`src/rtl/div16_if.sv`:
```
// rtl/div16_if.sv - start/done handshake bundle for the div16 sequential divider
// Signals:
//   start     request, sampled by the divider only while busy=0
//   in_17bit  dividend, 17-bit two's complement
//   in_8bit   divisor, 8-bit two's complement Q1.7
//   busy      operation in flight
//   done      one-cycle pulse when out/div_zero are updated
//   div_zero  last result came from a zero divisor
//   out       17-bit two's complement saturated quotient
// Modports: master drives the request, slave (the divider) drives the result.
interface div16_if;
  logic        start;
  logic [16:0] in_17bit;
  logic [7:0]  in_8bit;
  logic        busy;
  logic        done;
  logic        div_zero;
  logic [16:0] out;

  modport master (
    output start, in_17bit, in_8bit,
    input  busy, done, div_zero, out
  );

  modport slave (
    input  start, in_17bit, in_8bit,
    output busy, done, div_zero, out
  );
endinterface

```
`src/rtl/div16.sv`:
```
// rtl/div16.sv - restoring divider computing sat((in_17bit * 128) / in_8bit), one bit per clock
// Ports:
//   clk    system clock, rising edge
//   rst_n  asynchronous active-low reset
//   bus    div16_if.slave: start/in_17bit/in_8bit in, busy/done/div_zero/out out
// Latency: start accepted at edge k -> out/div_zero/done updated at edge k+25.
module div16 (
  input  logic   clk,
  input  logic   rst_n,
  div16_if.slave bus
);

  typedef enum logic [1:0] {IDLE, CALC, FIN} state_t;

  state_t      state_q;
  logic        sign_q;
  logic [23:0] dvd_q;   // dividend magnitude, refilled from the LSB with quotient bits
  logic [7:0]  dsr_q;
  logic [8:0]  rem_q;
  logic [4:0]  cnt_q;
  logic        busy_q;
  logic        done_q;
  logic        dz_q;
  logic [16:0] out_q;

  logic [16:0] mag17_d;
  logic [7:0]  mag8_d;
  logic [9:0]  rem_sh;
  logic        qbit_d;
  logic [8:0]  rem_d;
  logic [16:0] res_d;

  // Two's-complement negation; the 17-bit result of -(-65536) reads as unsigned 65536.
  always_comb begin
    mag17_d = bus.in_17bit[16] ? (~bus.in_17bit + 17'd1) : bus.in_17bit;
    mag8_d  = bus.in_8bit[7]   ? (~bus.in_8bit + 8'd1)   : bus.in_8bit;
  end

  // One restoring step. When the subtraction happens the result is below the divisor,
  // and when it does not rem_sh[9] is already 0, so 9 bits always hold the remainder.
  always_comb begin
    rem_sh = {rem_q, dvd_q[23]};
    qbit_d = (rem_sh >= {2'b00, dsr_q});
    rem_d  = qbit_d ? (rem_sh[8:0] - {1'b0, dsr_q}) : rem_sh[8:0];
  end

  // Sign and saturation. A zero divisor forces sign_q to the dividend sign, since
  // in_8bit[7] was 0 when it was latched.
  always_comb begin
    res_d = 17'd0;
    if (dsr_q == 8'd0) begin
      res_d = sign_q ? 17'h10000 : 17'h0FFFF;
    end else if (sign_q) begin
      res_d = (dvd_q > 24'd65536) ? 17'h10000 : (~dvd_q[16:0] + 17'd1);
    end else begin
      res_d = (dvd_q > 24'd65535) ? 17'h0FFFF : dvd_q[16:0];
    end
  end

  always_ff @(posedge clk or negedge rst_n) begin
    if (!rst_n) begin
      state_q <= IDLE;
      sign_q  <= 1'b0;
      dvd_q   <= 24'd0;
      dsr_q   <= 8'd0;
      rem_q   <= 9'd0;
      cnt_q   <= 5'd0;
      busy_q  <= 1'b0;
      done_q  <= 1'b0;
      dz_q    <= 1'b0;
      out_q   <= 17'd0;
    end else begin
      done_q <= 1'b0;
      case (state_q)
        IDLE: begin
          if (bus.start) begin
            sign_q  <= bus.in_17bit[16] ^ bus.in_8bit[7];
            dvd_q   <= {mag17_d, 7'd0};
            dsr_q   <= mag8_d;
            rem_q   <= 9'd0;
            cnt_q   <= 5'd0;
            busy_q  <= 1'b1;
            state_q <= CALC;
          end
        end
        CALC: begin
          rem_q <= rem_d;
          dvd_q <= {dvd_q[22:0], qbit_d};
          cnt_q <= cnt_q + 5'd1;
          if (cnt_q == 5'd23) begin
            state_q <= FIN;
          end
        end
        FIN: begin
          out_q   <= res_d;
          dz_q    <= (dsr_q == 8'd0);
          done_q  <= 1'b1;
          busy_q  <= 1'b0;
          state_q <= IDLE;
        end
        default: state_q <= IDLE;
      endcase
    end
  end

  assign bus.busy     = busy_q;
  assign bus.done     = done_q;
  assign bus.div_zero = dz_q;
  assign bus.out      = out_q;

endmodule

```
`src/flat_wrapper.sv`:
```
// flat-port wrapper written by rule: the top's interface ports become plain ports
module div16_flat 
  (clk, rst_n, bus_start, bus_in_17bit, bus_in_8bit, bus_busy, bus_done, bus_div_zero, bus_out);
  div16_if bus_i ();
  input  logic clk;
  input  logic rst_n;
  input wire logic [$bits(bus_i.start)-1:0] bus_start;
  input wire logic [$bits(bus_i.in_17bit)-1:0] bus_in_17bit;
  input wire logic [$bits(bus_i.in_8bit)-1:0] bus_in_8bit;
  output wire logic [$bits(bus_i.busy)-1:0] bus_busy;
  output wire logic [$bits(bus_i.done)-1:0] bus_done;
  output wire logic [$bits(bus_i.div_zero)-1:0] bus_div_zero;
  output wire logic [$bits(bus_i.out)-1:0] bus_out;
  assign bus_i.start = bus_start;
  assign bus_i.in_17bit = bus_in_17bit;
  assign bus_i.in_8bit = bus_in_8bit;
  assign bus_busy = bus_i.busy;
  assign bus_done = bus_i.done;
  assign bus_div_zero = bus_i.div_zero;
  assign bus_out = bus_i.out;
  div16 u_core (.clk(clk), .rst_n(rst_n), .bus(bus_i));
endmodule
```
`config.mk`:
```
export PLATFORM = sky130hd
export DESIGN_NAME = div16_flat
export DESIGN_NICKNAME = d
export VERILOG_FILES = /design/src/rtl/div16_if.sv /design/src/rtl/div16.sv /design/src/flat_wrapper.sv
export SDC_FILE = /design/constraint.sdc
export NUM_CORES = 1
export LEC_CHECK = 0
export ABC_AREA = 1
export BUFFER_PORTS_ARGS = -buffer_cell sky130_fd_sc_hd__buf_2
export CAP_MARGIN = 20
export CELL_PAD_IN_SITES_DETAIL_PLACEMENT = 0
export CELL_PAD_IN_SITES_GLOBAL_PLACEMENT = 1
export CORE_AREA = 2 2 115 95
export CTS_BUF_LIST = sky130_fd_sc_hd__clkbuf_8
export CTS_CLUSTER_DIAMETER = 50
export CTS_CLUSTER_SIZE = 30
export DETAILED_ROUTE_END_ITERATION = 6
export DIE_AREA = 0 0 117 97
export PLACE_DENSITY_LB_ADDON = 0.1
export SLEW_MARGIN = 20
export SYNTH_ARGS = -nofsm -noshare
export SYNTH_HDL_FRONTEND = slang
export SYNTH_SLANG_ARGS = --single-unit
```
`constraint.sdc`:
```
create_clock -name clk -period 2.2 [get_ports clk]
set_input_delay 0.44 -clock clk [delete_from_list [all_inputs] [get_ports clk]]
set_output_delay 0.44 -clock clk [all_outputs]
set_load 0.05 [all_outputs]
```
==> impl_metrics.yaml, run 1 <==
setup_path:
  arrival_ps: 2260
  crit-reg2reg-launch: "u_core.dvd_q[23]"
  critPathLaunchType: "flop"
  worst_r2r_path_depth: 11
  worstSetupPathType: "flop to flop"
  critical_path.max_fanout: 9
  crit_path_end_kind: "flop"
  critical_path.reg2reg.endpoint: "u_core.rem_q[7]"
  worst-r2r-setup-slack_ps: 240
  cp.required_ps: 2490
place:
  hpwl_detailed_um: 8650
  place_area_mm2: 0.00494
  placement.io_buffers: 47
  globalplace.congestion: 0.851
clocking:
  clock_sink_count: 69
  clockBufferDepth: 2
  clk_pin_slew_ps: 70
  htree_num_levels: 3
  cts_tree: "yes"
  cts_setup_buffers: 0
  hold_buffers: 0
  clock_insertion_delay_worst_skew_ps: 350
  post_cts_resize_count: 0
  clockRootBuffer: "clkbuf_8"
  cts_made_buffers: 9
global_route:
  grt_antenna_before_repair: 0
  grt_pass1_wl_um: 19300
  grt.overflow.total: 0
  first_global_vias: 3952
  grt_usage_pct: 21.3
  grt_start_max_net_pins: 70
synth:
  synth_cell_type_count: 42
  syn-mean-instance-area_um2: 7.19
  yosys-top-cells-count: "nand2_1, nor2_1, dfrtp_1"
  synth-warning-count: 0
  synth_top_area_share_pct: 38.3
  synth_async_sr_flop_share_pct: 100
  yosysTopAreaCell: "dfrtp_1"
  number_of_enable_flip_flop_cells_after_synthesis: 0
  synth.most_common_cell: "nand2_1"
  synth-seq-cells: 69
  netlist_instances: 627
  synth.area.top_cells: "dfrtp_1, nand2_1, nor2_1, nand3_1, inv_1"
  synthesis.area_mm2: 0.00451
  seq_area_frac_synth_pct: 38.3
  syn-num-nets: 668
  synth_ff_type: "dfrtp_1"
job:
  cap_viol_max_count: 0
sta:
  slew_headroom_pct: 67.8
  setup-violations-final: 0
  finalHoldViolCount: 0
  clock-skew-final_ps: 9.54
  max_slew.worst_pin.slew_ps: 482
  rsz0062_at_grt: "no"
  fmax_ghz: 0.509
  layout_min_cycle_time_ps: 1960
  final-max-slew-violation-count: 0
  share_of_the_clock_period_used_by_the_worst_path_pct: 89.3
  post_route_setup_tns_ps: 0
drt:
  drc_errors: 0
  via_count: 4185
  finalWirelength_um: 11200
  vias_per_cell: 5.07
  router_iterations_before_antenna_repair: 5
  routed_length_per_placed_instance_um: 13.5
  ant_nets: 0
  initialDrtViolationCount: 239
floorplanning:
  floorplan.rows: 33
  core_mm2: 0.0101
  fp.dieW_um: 117
  start_util_pct: 44.6
  io_pins: 48
  area_of_the_die_mm2: 0.0113
  die-height_um: 97
cells_and_area:
  final_core_utilization_pct: 50.9
  area.growth.synth_to_final_pct: 14.3
  fillCellCount: 1040
  fin_nets: 721
  layout-drive-gt1-share_pct: 16.8
  fin_area_mm2: 0.00515
  antennaDiodeCount: 0
power:
  pwr-share-comb_pct: 53.6
  pwr-share-clk_pct: 15.3
  power_switching_share_pct: 46.6
  cellPowerDensity_mw_per_mm2: 1390
  pwr-share-seq_pct: 31.2
  peakVddDrop_mv: 0.463
  p_int_w: 0.00384
  power.switching_w: 0.00335
  p_leak_nw: 2.49
worst_hold_path:
  worstHoldPathType: "input port to asynchronous set/reset pin"
status:
  status: "finished clean"
## logic make-up after synthesis
group / Yosys count / share of synthesized area (%)
XOR/XNOR: 17 / 3.30
AND/OR/NAND/NOR: 326 / 32.0
multiplexers: 1 / 0.222
AO/OA/AOI/OAI: 107 / 14.3
buffers and inverters: 94 / 8.18
adder cells (fa/ha/maj): 13 / 3.77
flip-flops: 69 / 38.3
## state kept, by name, indices dropped and copies added (netlist names)
signal and count:
u_core.bus.div_zero 1, u_core.rem_q 9, u_core.sign_q 1, u_core.bus.done 1, u_core.state_q 2, u_core.dvd_q 24, u_core.bus.out 17, u_core.dsr_q 8
u_core.cnt_q 5, u_core.bus.busy 1
## critical path, cell delays in order, from the launching register on
cell      delay [ps]
dfrtp_1          370
inv_1             60
ha_1             200
fa_1             400
nand3b_1         170
nand2_1          120
nand2_1          120
nand4_2          180
nand2_1          120
nand2_1           70
nand2_1           50
nand2_1           50
## routing by layer
metal,GRT usage (%),up-vias,routed length [µm]
met5,0,-,0
met4,4.89,0,122
met3,4.14,10,569
met2,28.9,104,4420
met1,34.3,1916,6050
li1,-,2155,-
## final cells by class
class / count / area [µm²] / area share, %
inverters: 77 / 289 / 5.61
clock inverters: 4 / 45.0 / 0.874
multi-input cells: 464 / 2410 / 46.9
flip-flops and latches: 69 / 1730 / 33.5
clock buffers: 12 / 165 / 3.20
well taps: 140 / 175 / 3.40
repair buffers: 59 / 338 / 6.55
## per-stage QoR
stage | cells | setup WS (ps) | hold slack [ps] | total power (W)
floorplan | 627 | 426 | 144 | 0.00518
global placement | 809 | 272 | 451 | 0.00605
detailed placement | 809 | 249 | 466 | 0.00611
CTS | 825 | 232 | 117 | 0.00724
global route | 825 | 63.7 | 128 | 0.00790
finish | 825 | 235 | 99.9 | 0.00719
## worst max-delay path by stage
stage	startpoint	to	slack (ps)	cells after the start
3_3_place_gp	u_core.dvd_q[23]	u_core.rem_q[7]	270	11
3_5_place_dp	u_core.dvd_q[23]	u_core.rem_q[7]	250	11
4_1_cts	u_core.dvd_q[23]	u_core.rem_q[7]	230	11
2_1_floorplan	u_core.dvd_q[23]	u_core.rem_q[7]	430	11
6_report	u_core.dvd_q[23]	u_core.rem_q[7]	240	11
5_1_grt	u_core.dvd_q[23]	u_core.rem_q[7]	60	11
## power by group through the flow
stage,logic [W],clock network [W],registers [W]
after detailed placement,0.00385,0,0.00226
after CTS,0.00387,0.00113,0.00224
after floorplan,0.00289,0,0.00230
after global placement,0.00380,0,0.00225
final,0.00385,0.00110,0.00224
after global routing,0.00440,0.00119,0.00231
## placed cells by master (no fill, tap or decap), types with 12 or more instances in the layout
cell type,n
o21ai_0,16
o21ai_1,21
a21oi_1,28
inv_1,56
dfrtp_1,69
nand2_1,172
clkbuf_8,12
inv_2,19
ha_1,12
nor2_1,73
nand3_1,48
buf_2,47
xor2_1,13
a22oi_1,17
No activity file was read; power rests on OpenSTA's default activity.
==> run 2: changes to the inputs <==
--- a/config.mk
+++ b/config.mk
@@ -10,12 +10,11 @@
 export CAP_MARGIN = 20
 export CELL_PAD_IN_SITES_DETAIL_PLACEMENT = 0
 export CELL_PAD_IN_SITES_GLOBAL_PLACEMENT = 1
-export CORE_AREA = 2 2 115 95
-export CTS_BUF_LIST = sky130_fd_sc_hd__clkbuf_8
+export CORE_AREA = 2 2 118 97
 export CTS_CLUSTER_DIAMETER = 50
 export CTS_CLUSTER_SIZE = 30
 export DETAILED_ROUTE_END_ITERATION = 6
-export DIE_AREA = 0 0 117 97
+export DIE_AREA = 0 0 120 99
 export PLACE_DENSITY_LB_ADDON = 0.1
 export SLEW_MARGIN = 20
 export SYNTH_ARGS = -nofsm -noshare
==> run 2 against run 1 <==
Net effect:
- clock power rose by 33%
- count of clock-buffer cells in the layout grew 1
- wire length increased by 3.2%
- critical path depth stayed put
- largest cell class unchanged
- sequential cell count did not move
- critical path type unchanged
- die area increased by 4.7%
==> impl_metrics.yaml, run 2 (synthesized netlist as in run 1, its figures left out) <==
status:
  status: "finished clean"
floorplanning:
  fp.dieW_um: 120
  io_pins: 48
  floorplan.rows: 34
  core_mm2: 0.0107
  area_of_the_die_mm2: 0.0119
  start_util_pct: 42.2
  die-height_um: 99
sta:
  slew_headroom_pct: 59.6
  post_route_setup_tns_ps: 0
  clock-skew-final_ps: 7.30
  fin_ws_ps: 224
  setup-violations-final: 0
  share_of_the_clock_period_used_by_the_worst_path_pct: 89.8
  layout_min_cycle_time_ps: 1980
  finalHoldViolCount: 0
  final-max-slew-violation-count: 0
  max_slew.worst_pin.slew_ps: 604
  rsz0062_at_grt: "no"
  fmax_ghz: 0.506
power:
  cellPowerDensity_mw_per_mm2: 1450
  p_leak_nw: 2.51
  peakVddDrop_mv: 0.593
clocking:
  clockBufferDepth: 2
  cts_tree: "yes"
  clock_sink_count: 69
  clockRootBuffer: "clkbuf_16"
  clock_insertion_delay_worst_skew_ps: 330
  cts_made_buffers: 9
  clk_pin_slew_ps: 50
  cts_setup_buffers: 0
  htree_num_levels: 3
global_route:
  first_global_vias: 3965
  grt_util_met3_pct: 4.05
  grt_antenna_before_repair: 0
  busiest_metal_layer_after_global_routing: "met1"
  grt_usage_pct: 20.9
  use_met1_pct: 31.4
  globalRouteMet2Util_pct: 30.6
  grt_pass1_wl_um: 19600
  grt_start_max_net_pins: 41
  grt.overflow.total: 0
cells_and_area:
  multi_input_area_mm2: 0.00242
  final_cell_mix: "nand2_1, nor2_1, dfrtp_1"
  fin_nets: 719
  area.sequential_mm2: 0.00173
  antennaDiodeCount: 0
  fin_area_mm2: 0.00523
  fillCellCount: 1112
  area.growth.synth_to_final_pct: 16.0
  layout-drive-gt1-share_pct: 16.2
  regMostFlops: "u_core.dvd_q"
  layout.cells.most_common: "nand2_1"
  largest_reg_flops: 24
drt:
  vias_per_cell: 5.05
  drc_errors: 0
  router_iterations_before_antenna_repair: 5
  ant_nets: 0
  initialDrtViolationCount: 220
  routed_length_per_placed_instance_um: 14.0
  via_count: 4163
  finalWirelength_um: 11500
place:
  placement.io_buffers: 47
  globalplace.congestion: 0.846
  dp_slack_ps: 204
  place_area_mm2: 0.00492
  hpwl_detailed_um: 8950
setup_path:
  arrival_ps: 2250
  worst_r2r_path_depth: 11
  critical_path.max_fanout: 9
  critPathLaunchType: "flop"
  crit_path_end_kind: "flop"
  worstSetupPathType: "flop to flop"
  cp.required_ps: 2470
job:
  cap_viol_max_count: 0
worst_hold_path:
  worstHoldPathType: "input port to asynchronous set/reset pin"
-- run 2: cell count changes in the layout (fill, tap and decap cells not counted), sizes merged --
cell and delta:
buf -2, clkbuf +1, clkinv -3
-- run 2: path summary, 6_finish.rpt --
kind	start	slack [ps]	endpoint
max	u_core.dvd_q[23]	220	u_core.rem_q[7]
min	rst_n	130	u_core.rem_q[7]
max reg2reg	u_core.dvd_q[23]	220	u_core.rem_q[7]
max in group asynchronous	rst_n	1640	u_core.bus.out[13]
min in group clk	bus_in_8bit[0]	370	u_core.dsr_q[0]
min reg2reg	u_core.rem_q[8]	470	u_core.rem_q[8]
-- run 2: layer usage --
layer | vias up | part of all wire [%]
met1 | 1933 | 55
met4 | 0 | 1.1
li1 | 2148 | -
met2 | 72 | 40
met3 | 10 | 4.1
met5 | - | 0
-- run 2: through the flow --
step | cells | hold slack [ps] | utilization, % | total power [W]
after CTS | 825 | 137 | 48.9 | 0.00763
after detailed placement | 811 | 462 | 46.1 | 0.00612
after global routing | 825 | 169 | 49.0 | 0.00834
after floorplan | 627 | 144 | - | 0.00518
after global placement | 811 | 455 | 46.1 | 0.00604
final | 825 | 130 | 49.0 | 0.00759
-- run 2: what timing repair did --
action	4_1_cts	5_1_grt
setup endpoints to repair	0	1
hold buffers	0	0
gates resized for setup	0	1
-- run 2: final cells by class --
| type | instances | area share, % |
|---|---|---|
| clock inverters | 1 | 0.574 |
| multi-input cells | 464 | 46.3 |
| inverters | 77 | 5.53 |
| flip-flops and latches | 69 | 33.0 |
| repair buffers | 57 | 5.93 |
| clock buffers | 13 | 5.17 |
| well taps | 144 | 3.44 |
-- run 2: critical path: stages (launching register included) --
cell and delay [ps]:
dfrtp_1 370, inv_1 70, ha_1 200, fa_1 400, nand3b_1 170, nand2_1 130
nand2_1 140, nand4_4 150, nand2_1 100, nand2_1 80, nand2_1 50, nand2_1 50
-- run 2: where the power goes --
group          leakage (nW)  switching, W  internal, W
Combinational          1.58       0.00245      0.00143
Clock                 0.148      0.000507     0.000957
Sequential            0.783      0.000461      0.00179
==> run 3: changes to the inputs <==
--- a/config.mk
+++ b/config.mk
@@ -7,14 +7,13 @@
 export LEC_CHECK = 0
 export ABC_AREA = 1
 export BUFFER_PORTS_ARGS = -buffer_cell sky130_fd_sc_hd__buf_2
-export CAP_MARGIN = 20
 export CELL_PAD_IN_SITES_DETAIL_PLACEMENT = 0
 export CELL_PAD_IN_SITES_GLOBAL_PLACEMENT = 1
-export CORE_AREA = 2 2 118 97
+export CORE_AREA = 2 2 124 102
 export CTS_CLUSTER_DIAMETER = 50
 export CTS_CLUSTER_SIZE = 30
 export DETAILED_ROUTE_END_ITERATION = 6
-export DIE_AREA = 0 0 120 99
+export DIE_AREA = 0 0 126 104
 export PLACE_DENSITY_LB_ADDON = 0.1
 export SLEW_MARGIN = 20
 export SYNTH_ARGS = -nofsm -noshare
==> run 3 against run 2 <==
Net effect:
- die area up 10%
- count of clock-buffer cells in the layout up 1
- sequential share of layout area about the same
- critical path depth unchanged
- cell area about the same
- global-route usage down 2.2 points
- wire length down 0.54%
- critical path type unchanged
- first-iteration DRC count up 7.3%
- via count down 1.5%
- sequential power about the same
- combinational power down 1%
==> impl_metrics.yaml, run 3 (synthesized netlist as in run 1, its figures left out) <==
sta:
  clock-skew-final_ps: 6.91
  share_of_the_clock_period_used_by_the_worst_path_pct: 88.9
  post_route_setup_tns_ps: 0
  final.hold.worst_slack_ps: 126
  rsz0062_at_grt: "no"
  setup-violations-final: 0
  finalHoldViolCount: 0
  final-max-slew-violation-count: 0
  fmax_ghz: 0.511
  max_slew.worst_pin.slew_ps: 522
  slew_headroom_pct: 65.1
  layout_min_cycle_time_ps: 1960
job:
  cap_viol_max_count: 0
clocking:
  cts_setup_buffers: 0
  htree_num_levels: 3
  clk_pin_slew_ps: 50
  clockRootBuffer: "clkbuf_16"
  clockBufferDepth: 2
  cts_made_buffers: 9
  cts_tree: "yes"
  hold_buffers: 0
  clock_sink_count: 69
  clock_insertion_delay_worst_skew_ps: 340
setup_path:
  arrival_ps: 2230
  worst_r2r_path_depth: 11
  cp.required_ps: 2470
  worst-r2r-setup-slack_ps: 240
  critPathLaunch: "u_core.dvd_q[23]"
  critical_path.max_fanout: 9
  critical_path.reg2reg.endpoint: "u_core.rem_q[7]"
  crit-reg2reg-launch: "u_core.dvd_q[23]"
  crit_path_end_kind: "flop"
  worstSetupPathType: "flop to flop"
  setup.worst_path.end: "u_core.rem_q[7]"
  critPathLaunchType: "flop"
drt:
  router_iterations_before_antenna_repair: 4
  routed_length_per_placed_instance_um: 13.8
  initialDrtViolationCount: 236
  finalWirelength_um: 11500
  via_count: 4101
  drc_errors: 0
  ant_nets: 0
  vias_per_cell: 4.93
status:
  status: "finished clean"
power:
  power_switching_share_pct: 45.4
  pwr-share-seq_pct: 30.1
  cellPowerDensity_mw_per_mm2: 1420
  power.switching_w: 0.00338
  p_leak_nw: 2.50
  p_int_w: 0.00406
  pwr-share-clk_pct: 18.3
  pwr-share-comb_pct: 51.6
  peakVddDrop_mv: 0.681
cells_and_area:
  fin_nets: 717
  regMostFlops: "u_core.dvd_q"
  final_core_utilization_pct: 44.0
  layout.cells.most_common: "nand2_1"
  layout-drive-gt1-share_pct: 15.9
  antennaDiodeCount: 0
  largest_reg_flops: 24
  final_cell_mix: "nand2_1, nor2_1, dfrtp_1"
  area.growth.synth_to_final_pct: 15.9
floorplanning:
  floorplan.rows: 36
  fp.dieW_um: 126
  io_pins: 48
  core_mm2: 0.0119
  start_util_pct: 37.9
  die-height_um: 104
  area_of_the_die_mm2: 0.0131
place:
  globalplace.congestion: 0.874
  placement.io_buffers: 47
  hpwl_detailed_um: 8650
global_route:
  grt_pass1_wl_um: 19800
  grt_start_max_net_pins: 70
  first_global_vias: 3981
  grt.overflow.total: 0
  grt_antenna_before_repair: 0
  grt_usage_pct: 18.8
worst_hold_path:
  worstHoldPathType: "input port to asynchronous set/reset pin"
[run 3: per-stage QoR]
| step | area, µm² | power [W] | instances | setup WS [ps] |
|---|---|---|---|---|
| final | 5230 | 0.00743 | 832 | 244 |
| after global routing | 5230 | 0.00822 | 832 | 44.5 |
| after CTS | 5220 | 0.00749 | 832 | 188 |
| after detailed placement | 4940 | 0.00608 | 817 | 209 |
| after global placement | 4940 | 0.00605 | 817 | 260 |
| after floorplan | 4510 | 0.00518 | 627 | 426 |
[run 3: area by class of cell]
| cell class | instances | area (µm²) |
|---|---|---|
| timing repair buffer | 55 | 320 |
| fill | 1270 | 6660 |
| multi-input combinational | 464 | 2420 |
| clock inverter | 1 | 5.00 |
| inverter | 77 | 289 |
| tap | 152 | 190 |
| clock buffer | 14 | 274 |
| sequential | 69 | 1730 |
[run 3: how the worst min path moves through the flow]
stage,endpoint,slack (ps),depth (start not counted)
after global placement,u_core.rem_q[8],460,2
after global routing,u_core.cnt_q[3],170,2
after detailed placement,u_core.bus.out[16],460,2
after CTS,u_core.cnt_q[2],140,2
final,u_core.cnt_q[2],130,2
after floorplan,u_core.bus.busy,140,0
[run 3: metal layers]
metal,vias to the layer above,global-route usage (%),wire length (µm)
li1,2146,-,-
met1,1862,28.0,6100
met2,85,27.0,4700
met3,8,5.09,558
met4,0,4.32,104
met5,-,0,0
[run 3: repair_timing]
item	CTS	global route
setup endpoints to repair	0	1
gates resized for setup	0	1
hold endpoints to repair	0	0
[run 3: power groups by stage]
stage                     registers [W]  clock network (W)  logic, W
after global routing            0.00232            0.00146   0.00444
after floorplan                 0.00230                  0   0.00289
after CTS                       0.00224            0.00141   0.00384
after detailed placement        0.00226                  0   0.00382
final                           0.00224            0.00136   0.00383
after global placement          0.00225                  0   0.00380
[run 3: worst max-delay path, stage by stage (launching register included)]
cell,delay [ps]
dfrtp_1,360
inv_1,70
ha_1,200
fa_1,390
nand3b_1,170
nand2_1,120
nand2_1,140
nand4_4,150
nand2_1,100
nand2_1,80
nand2_1,50
nand2_1,50
